### src/rtl/reaction_pkg.sv
// Shared types and constants for the reaction-time game controller.
package reaction_pkg;

  typedef enum logic [2:0] {
    ST_IDLE    = 3'd0,
    ST_ARM     = 3'd1,
    ST_WAIT    = 3'd2,
    ST_GO      = 3'd3,
    ST_MEASURE = 3'd4,
    ST_DONE    = 3'd5,
    ST_FAULT   = 3'd6
  } state_t;

  localparam logic [15:0] LFSR_SEED = 16'hACE1;
  localparam logic [15:0] LFSR_MASK = 16'hB400;
  localparam int          RESULT_W  = 14;

  // Saturate a millisecond count at limit and narrow it to the result width.
  function automatic logic [RESULT_W-1:0] clamp_ms(input logic [31:0] ms,
                                                   input logic [31:0] limit);
    return RESULT_W'((ms < limit) ? ms : limit);
  endfunction

  // One right shift of the Galois LFSR; the feedback mask is applied when bit 0 falls out.
  function automatic logic [15:0] lfsr_next(input logic [15:0] v);
    return {1'b0, v[15:1]} ^ (v[0] ? LFSR_MASK : 16'h0000);
  endfunction

endpackage

### src/rtl/reaction_ctrl_if.sv
// Button, ms-counter and result signals of reaction_ctrl.
// best_ms exists only when REACTION_BEST_EN is defined.
interface reaction_ctrl_if;
  import reaction_pkg::*;

  logic                start_btn;
  logic                react_btn;
  logic [31:0]         ms_passed;
  logic                cnt_en;
  logic                cnt_rst;
  logic                stim_led;
  logic [RESULT_W-1:0] result_ms;
  logic                result_valid;
  logic                false_start;
  logic                timeout;
  logic [2:0]          state_o;
`ifdef REACTION_BEST_EN
  logic [RESULT_W-1:0] best_ms;

  modport master (output start_btn, react_btn, ms_passed,
                  input  cnt_en, cnt_rst, stim_led, result_ms, result_valid,
                         false_start, timeout, state_o, best_ms);
  modport slave  (input  start_btn, react_btn, ms_passed,
                  output cnt_en, cnt_rst, stim_led, result_ms, result_valid,
                         false_start, timeout, state_o, best_ms);
`else
  modport master (output start_btn, react_btn, ms_passed,
                  input  cnt_en, cnt_rst, stim_led, result_ms, result_valid,
                         false_start, timeout, state_o);
  modport slave  (input  start_btn, react_btn, ms_passed,
                  output cnt_en, cnt_rst, stim_led, result_ms, result_valid,
                         false_start, timeout, state_o);
`endif
endinterface

### src/rtl/lfsr16.sv
// Free-running 16-bit Galois LFSR supplying the random part of the pre-stimulus delay.
module lfsr16
  import reaction_pkg::*;
(
  input  logic        clk,
  input  logic        rst,
  output logic [15:0] q
);

  // Shift every cycle; the non-zero seed keeps the sequence off the all-zero lock-up state.
  always_ff @(posedge clk) begin
    if (rst) q <= LFSR_SEED;
    else     q <= lfsr_next(q);
  end

endmodule

### src/rtl/reaction_ctrl.sv
// Reaction-time game controller: random delay, stimulus lamp, reaction measurement.
// Optional feature macro: REACTION_BEST_EN adds the best_ms output (best valid reaction time).
module reaction_ctrl
  import reaction_pkg::*;
#(
  parameter int unsigned MIN_DELAY_MS = 1000,
  parameter int unsigned RAND_BITS    = 11,
  parameter int unsigned TIMEOUT_MS   = 9999
) (
  input logic            clk,
  input logic            rst,
  reaction_ctrl_if.slave bus
);

  localparam logic [31:0] MIN_L     = 32'(MIN_DELAY_MS);
  localparam logic [31:0] TIMEOUT_L = 32'(TIMEOUT_MS);
  localparam logic [15:0] RAND_MASK = 16'((32'd1 << RAND_BITS) - 32'd1);

  state_t              state, state_nxt;
  logic                start_q, react_q;
  logic                start_rise, react_rise;
  logic [15:0]         lfsr_q;
  logic [31:0]         delay_tgt, delay_nxt;
  logic [RESULT_W-1:0] result_ms, res_nxt;
  logic                result_valid, valid_nxt;
  logic                false_start, fs_nxt;
  logic                timeout, to_nxt;

  lfsr16 u_lfsr (
    .clk (clk),
    .rst (rst),
    .q   (lfsr_q)
  );

  assign start_rise = bus.start_btn & ~start_q;
  assign react_rise = bus.react_btn & ~react_q;

  // State, delay target, round results and button history; buttons load 1 on reset so a held press is no edge.
  always_ff @(posedge clk) begin
    if (rst) begin
      state        <= ST_IDLE;
      start_q      <= 1'b1;
      react_q      <= 1'b1;
      delay_tgt    <= 32'd0;
      result_ms    <= '0;
      result_valid <= 1'b0;
      false_start  <= 1'b0;
      timeout      <= 1'b0;
    end else begin
      state        <= state_nxt;
      start_q      <= bus.start_btn;
      react_q      <= bus.react_btn;
      delay_tgt    <= delay_nxt;
      result_ms    <= res_nxt;
      result_valid <= valid_nxt;
      false_start  <= fs_nxt;
      timeout      <= to_nxt;
    end
  end

  // Next-state and result update; a reaction press beats a simultaneous delay expiry or timeout.
  always_comb begin
    state_nxt = state;
    delay_nxt = delay_tgt;
    res_nxt   = result_ms;
    valid_nxt = result_valid;
    fs_nxt    = false_start;
    to_nxt    = timeout;
    case (state)
      ST_IDLE, ST_DONE, ST_FAULT: begin
        if (start_rise) state_nxt = ST_ARM;
        else            state_nxt = state;
      end
      ST_ARM: begin
        delay_nxt = MIN_L + {16'h0000, lfsr_q & RAND_MASK};
        valid_nxt = 1'b0;
        fs_nxt    = 1'b0;
        to_nxt    = 1'b0;
        state_nxt = ST_WAIT;
      end
      ST_WAIT: begin
        if (react_rise) begin
          fs_nxt    = 1'b1;
          state_nxt = ST_FAULT;
        end else if (bus.ms_passed >= delay_tgt) begin
          state_nxt = ST_GO;
        end else begin
          state_nxt = ST_WAIT;
        end
      end
      ST_GO: begin
        state_nxt = ST_MEASURE;
      end
      ST_MEASURE: begin
        if (react_rise) begin
          res_nxt   = clamp_ms(bus.ms_passed, TIMEOUT_L);
          valid_nxt = 1'b1;
          state_nxt = ST_DONE;
        end else if (bus.ms_passed >= TIMEOUT_L) begin
          res_nxt   = RESULT_W'(TIMEOUT_L);
          to_nxt    = 1'b1;
          valid_nxt = 1'b1;
          state_nxt = ST_DONE;
        end else begin
          state_nxt = ST_MEASURE;
        end
      end
      default: begin
        state_nxt = ST_IDLE;
      end
    endcase
  end

  assign bus.cnt_rst      = (state == ST_ARM)  || (state == ST_GO);
  assign bus.cnt_en       = (state == ST_WAIT) || (state == ST_MEASURE);
  assign bus.stim_led     = (state == ST_GO)   || (state == ST_MEASURE);
  assign bus.state_o      = state;
  assign bus.result_ms    = result_ms;
  assign bus.result_valid = result_valid;
  assign bus.false_start  = false_start;
  assign bus.timeout      = timeout;

`ifdef REACTION_BEST_EN
  logic [RESULT_W-1:0] best_ms;
  logic                best_upd;

  // Only a real press reaches DONE with timeout clear, so this is exactly the non-timeout DONE entry.
  assign best_upd = (state == ST_MEASURE) && react_rise && (res_nxt < best_ms);

  // Best reaction survives rounds; only reset restores the all-ones "no result yet" value.
  always_ff @(posedge clk) begin
    if (rst)           best_ms <= {RESULT_W{1'b1}};
    else if (best_upd) best_ms <= res_nxt;
    else               best_ms <= best_ms;
  end

  assign bus.best_ms = best_ms;
`endif

endmodule

### src/flat_wrapper.sv
// flat-port wrapper written by rule: the top's interface ports become plain ports
module reaction_ctrl_flat import reaction_pkg::*;
#(
  parameter int unsigned MIN_DELAY_MS = 1000,
  parameter int unsigned RAND_BITS    = 11,
  parameter int unsigned TIMEOUT_MS   = 9999
)
  (clk, rst, bus_start_btn, bus_react_btn, bus_ms_passed, bus_cnt_en, bus_cnt_rst, bus_stim_led, bus_result_ms, bus_result_valid, bus_false_start, bus_timeout, bus_state_o);
  reaction_ctrl_if bus_i ();
  input logic clk;
  input logic rst;
  input wire logic [$bits(bus_i.start_btn)-1:0] bus_start_btn;
  input wire logic [$bits(bus_i.react_btn)-1:0] bus_react_btn;
  input wire logic [$bits(bus_i.ms_passed)-1:0] bus_ms_passed;
  output wire logic [$bits(bus_i.cnt_en)-1:0] bus_cnt_en;
  output wire logic [$bits(bus_i.cnt_rst)-1:0] bus_cnt_rst;
  output wire logic [$bits(bus_i.stim_led)-1:0] bus_stim_led;
  output wire logic [$bits(bus_i.result_ms)-1:0] bus_result_ms;
  output wire logic [$bits(bus_i.result_valid)-1:0] bus_result_valid;
  output wire logic [$bits(bus_i.false_start)-1:0] bus_false_start;
  output wire logic [$bits(bus_i.timeout)-1:0] bus_timeout;
  output wire logic [$bits(bus_i.state_o)-1:0] bus_state_o;
  assign bus_i.start_btn = bus_start_btn;
  assign bus_i.react_btn = bus_react_btn;
  assign bus_i.ms_passed = bus_ms_passed;
  assign bus_cnt_en = bus_i.cnt_en;
  assign bus_cnt_rst = bus_i.cnt_rst;
  assign bus_stim_led = bus_i.stim_led;
  assign bus_result_ms = bus_i.result_ms;
  assign bus_result_valid = bus_i.result_valid;
  assign bus_false_start = bus_i.false_start;
  assign bus_timeout = bus_i.timeout;
  assign bus_state_o = bus_i.state_o;
  reaction_ctrl #(.MIN_DELAY_MS(MIN_DELAY_MS), .RAND_BITS(RAND_BITS), .TIMEOUT_MS(TIMEOUT_MS)) u_core (.clk(clk), .rst(rst), .bus(bus_i));
endmodule
### config.mk
export PLATFORM = sky130hd
export DESIGN_NAME = reaction_ctrl_flat
export DESIGN_NICKNAME = d
export VERILOG_FILES = /design/src/rtl/reaction_pkg.sv /design/src/rtl/reaction_ctrl_if.sv /design/src/rtl/lfsr16.sv /design/src/rtl/reaction_ctrl.sv /design/src/flat_wrapper.sv
export SDC_FILE = /design/constraint.sdc
export NUM_CORES = 1
export LEC_CHECK = 0
export ABC_AREA = 1
export CORE_MARGIN = 4
export CORE_UTILIZATION = 35
export DETAILED_ROUTE_END_ITERATION = 8
export DONT_BUFFER_PORTS = 1
export HOLD_SLACK_MARGIN = 0.03
export SYNTH_ARGS = -nofsm -noshare
export SYNTH_HDL_FRONTEND = slang
export SYNTH_SLANG_ARGS = --single-unit
### constraint.sdc
create_clock -name clk -period 1.5 [get_ports clk]
set_input_delay 0.3 -clock clk [delete_from_list [all_inputs] [get_ports clk]]
set_output_delay 0.3 -clock clk [all_outputs]
set_load 0.1 [all_outputs]
; ---- Yosys cells after proc, flatten, opt, wreduce, memory -nomap -nowiden
; Cells that the tools add are included.
[classes]
n_addsub = 1
magnitude_cmp = 3
n_eq_ne = 11
n_mux = 17
bitwise = 5
reduce_logical = 12
[ops]
columns = cell, count
row1 = $mux 14, 3
row2 = $ge 32x14->1 const B, 1
row3 = $ge 32x32->1, 1
row4 = $lt 32x14->1 const B, 1
row5 = $mux 16, 1
row6 = $xor 15x16->16, 1
row7 = $pmux 3 s5, 1
row8 = $add 10x11->12 const A, 1
row9 = $eq 3x3->1 const B, 3
row10 = $mux 3, 3
row11 = $eq 3x2->1 const B, 2
row12 = $mux 1, 6
row13 = $ne 2x1->1 const B, 3
row14 = $pmux 1 s2, 3
row15 = $reduce_and 2->1, 3
row16 = $reduce_bool 2->1, 3
row17 = $eq 3x1->1 const B, 1
row18 = $logic_not 3->1, 1
row19 = $logic_or 1x1->1, 3
row20 = $ne 3x1->1 const B, 1
row21 = $reduce_and 3->1, 1
row22 = $reduce_or 3->1, 1
row23 = $and 1x1->1, 2
row24 = $ne 2x2->1 const B, 1
row25 = $not 1->1, 2
[word_totals]
reg_bits = 70
inputBits = 36
out_inout_bits = 23

; ---- Depth between registers and ports, before layout
[logic_depth]
ltp_word = 4
mapped_depth = 15
mapped_depth_nobuf = 15

; ---- By module
; From an unflattened synthesis, not the netlist that was laid out.
[hier_totals]
cells_unflattened = 338
hier_area_um2 = 2467.4
[modules_own_cells]
columns = module, instances, cells_per_inst, area_each_um2, seq_area_each_um2
row1 = reaction_ctrl, 1, 287, 1993.2, 680.7
row2 = lfsr16, 1, 51, 474.2, 320.3

; ---- Least setup slack after synthesis
; OpenSTA, ideal clock, no wires.
[synth_path]
path_type = register -> output
from = register u_core.state[0] (netlist: u_core.bus.state_o[0])
to = output bus_cnt_rst
t_arrival_ns = 2.395
t_required_ns = 1.200
slack_ns = -1.195
stages_incl_launch_ff = 8
path_cell_list = dfxtp_1 inv_1 nor2_1 inv_1 nor2_2 inv_1 buf_2 nand2_1
[synth_via]
elab_chain_cells = 2
elab_cells_between_ends = 3
[synth_rtl]
columns = element, line
row1 = start: declaration, reaction_ctrl.sv:19  ; state_t state, state_nxt;
row2 = start signal: assignment, reaction_ctrl.sv:50  ; state <= state_nxt;
row3 = $eq 3x1->1 / $eq 3x2->1 (equally long branches), reaction_ctrl.sv:114  ; assign bus.cnt_rst = (state == ST_ARM) || (state == ST_GO);
row4 = $logic_or 1x1->1 (*), reaction_ctrl.sv:114
row5 = end: declaration, flat_wrapper.sv:16  ; output wire logic [$bits(bus_i.cnt_rst)-1:0] bus_cnt_rst;
; Every way passes the cells marked *; elsewhere a longest branch is shown, timed or not.

; ---- Final worst setup path
; Ends and elaborated chain as after synthesis.

==> summary.md <==
| Metric | Value |
|---|---|
| Fin crit share | 1.04 |
| Crit path kind | reg2out |
| Reg-to-reg critical path startpoint | u_core.delay_tgt[5] |
| Iter 0 DRT Violations | 77 |
| Root Driver | clkbuf_8 |
| Total Power | 5.18 mW |
| Failing checks | negative setup slack |
| RePlAce Congestion | 0.809 |
| Netlist Area Pre-Place | 2390 um2 |
| Minimum clock period | 1560 ps |
| Post-synth net total | 381 |
| Critical path endpoint category | primary output |
| CP Launch Type | flip-flop |
| Worst-path clk slew | 90 ps |
| Max cap viols | 0 |
| Hold Path Class | in2reg |
| Worst path cell trace | inv_2 -> nor2_2 -> inv_2 -> nor2_4 -> inv_6 -> nand2_8 |
| Mapped Cells | 332 |
| Die height | 90.7 um |
| Layout overhead on the synthesized area | 25.2% |
| DRC | 0 |
| Vias | 2060 |
| Register bit total from synthesis | 50 |
| Yosys warns | 0 |
| Drt first pass iters | 4 |
| Initial core utilization | 0.369 |
| Static Leak | 1.31 nW |
| Final Max Slew Viols | 0 |
| NetSw | 2.50 mW |
| Relative slew slack | 0.804 |
| RSZ-0062 raised after global routing | true |
| Clock share of power | 0.155 |
| Internal power | 2.68 mW |
| Sw Share | 0.483 |
| GRT Total Usage | 0.140 |
| Via density | 4.68 |
| Final hold violations | 0 |
| Clk buf depth | 2 |
| CP top delay family | flip-flops |
| Final wirelength | 5.64 mm |
| Most frequent cells in the layout | 62 x nand2_1, 51 x inv_1, 40 x dfxtp_1 |
| Fmax achieved | 0.640 GHz |
| Power Dens Cells | 1730 nW/um2 |
| Worst stage delay on the critical path | 390 ps |
| Comb pwr share | 0.503 |
| Setup TNS | -99.7 ps |
| Site Rows | 29 |
| Congestion Overflow GR | 0 |
| Total CTS buffers | 5 |
| Status | finished, violations left |
| Final-report setup violation count | 3 |
| Largest net degree at the start of global routing | 32 |
| I/O Buffers | 0 |
| Crit path launch | u_core.bus.state_o[0] |
| Vias in the first global route | 2031 |
| Final Cell Area | 3000 um2 |
| Critical Path RT | 1200 ps |
| Initial antenna violation count | 0 |
| Sink Count | 50 |
| CTS tree | yes |
| Final #Nets | 411 |
| CP max FO | 4 |
| Die Wd | 90.7 um |
| Die area | 8230 um2 |
| Sequential share of power | 0.342 |
| Clock skew | 10.8 ps |
| First-pass GRT wire length | 9.52 mm |
| Setup slack at placement | -12.5 ps |
| Mean Syn Cell Area | 7.21 um2 |
| PnR worst setup slack | -62.8 ps |
| Clk Latency, worst-skew pair | 300 ps |
| HP Start | rst |
| Core area | 6490 um2 |
| Post-synthesis sequential area ratio | 0.418 |
| Worst path slowest cell | dfxtp_4 |
| CP Buf/Inv Count | 3 |
| Commonest non-fill, non-tap cell in the layout | nand2_1 |
| Placed cell areas | 2730 um2 |
| Yosys cell types | 28 |
| Htree depth | 2 |
| Antenna violation net count after detailed routing | 0 |
| CP arrival | 1260 ps |
| ANT cells | 0 |
| Hpwl dp | 4.08 mm |
| Worst slew pin tran | 294 ps |
| Share of cells above drive strength 1 | 0.273 |
| Max VDD drop | 0.462 mV |
| I/O pin count | 59 |
| Critical path's most frequent cell | inv_2 |
| Average wire per standard cell | 12.8 um |
## sequential cells by signal (all words and copies together) (netlist names)
signal and flops:
u_core.u_lfsr.q 16, u_core.bus.result_ms 14, u_core.delay_tgt 12, u_core.bus.state_o 3, u_core.bus.false_start 1, u_core.bus.result_valid 1
u_core.bus.timeout 1, u_core.react_q 1, u_core.start_q 1
## metrics by stage
step	hold slack, ps	cells	utilization
final	51.0	440	0.462
after CTS	37.4	441	0.445
after floorplan	388	332	-
after global routing	30.7	440	0.462
after global placement	370	431	0.420
after detailed placement	370	431	0.420
## cell usage after synthesis
library cell  count  area share
a41oi_1           1      0.0037
a211oi_1          2      0.0063
nand2_1          68        0.11
xnor2_1           1      0.0037
dfxtp_1          50        0.42
ha_1             13       0.068
nor2_4            3       0.014
nand3_1           8       0.017
nand3b_1          1      0.0031
inv_1            60       0.094
inv_2             4      0.0063
or2_2             5       0.013
a31oi_1           3      0.0078
nand2_2           2      0.0052
o211ai_1          1      0.0031
nand4_4           2       0.018
nor2_1           37       0.058
nor2_2            2      0.0052
o221ai_1          1      0.0037
and2_1            1      0.0026
clkbuf_1          5      0.0078
o21ai_0          18       0.038
nor3_1            3      0.0063
a21oi_1          33       0.069
nand4_1           3      0.0078
xor2_1            2      0.0073
buf_4             1      0.0031
buf_2             2      0.0042
## layout make-up
type	instances	area (um2)
sequential	50	1020
multi-input combinational	210	1300
clock buffer	7	86.3
timing repair buffer	31	236
tap	77	96.3
inverter	64	255
clock inverter	1	5.00
fill	651	3500
## path summary, 6_finish.rpt
path / slack, ps / cells past startpoint / end
min: 50 / 1 / u_core.bus.state_o[0]
max: -60 / 6 / bus_cnt_rst
min reg2reg: 410 / 2 / u_core.u_lfsr.q[14]
max reg2reg: 100 / 12 / u_core.bus.state_o[0]
## routing by layer
layer	global-route usage	wire length, um
met5	0	0
met4	0.0485	72
met3	0.0392	279
met2	0.242	2790
met1	0.166	2500
## kinds of logic after synthesis
family,share of synthesized area
simple gates,0.257
buf+inv,0.115
compound gates,0.131
flops,0.418
fa+ha+maj,0.0679
xor+xnor,0.0110
## power groups by stage
| stage | Combinational (mW) | Clock [mW] | Sequential (mW) |
|---|---|---|---|
| finish | 2.61 | 0.803 | 1.77 |
| global route | 2.82 | 0.899 | 1.81 |
| CTS | 2.50 | 0.835 | 1.74 |
| detailed placement | 2.36 | 0 | 1.75 |
| global placement | 2.33 | 0 | 1.75 |
| floorplan | 1.26 | 0 | 2.47 |
## timing repair
action                                  CTS  global route
pin swaps                                 3            17
gates cloned                              0             0
hold buffers                              0             0
endpoints found under the setup margin    4            15
gates resized for setup                  12            35
buffers inserted                          3             0
(Power assumes the default switching activity.)
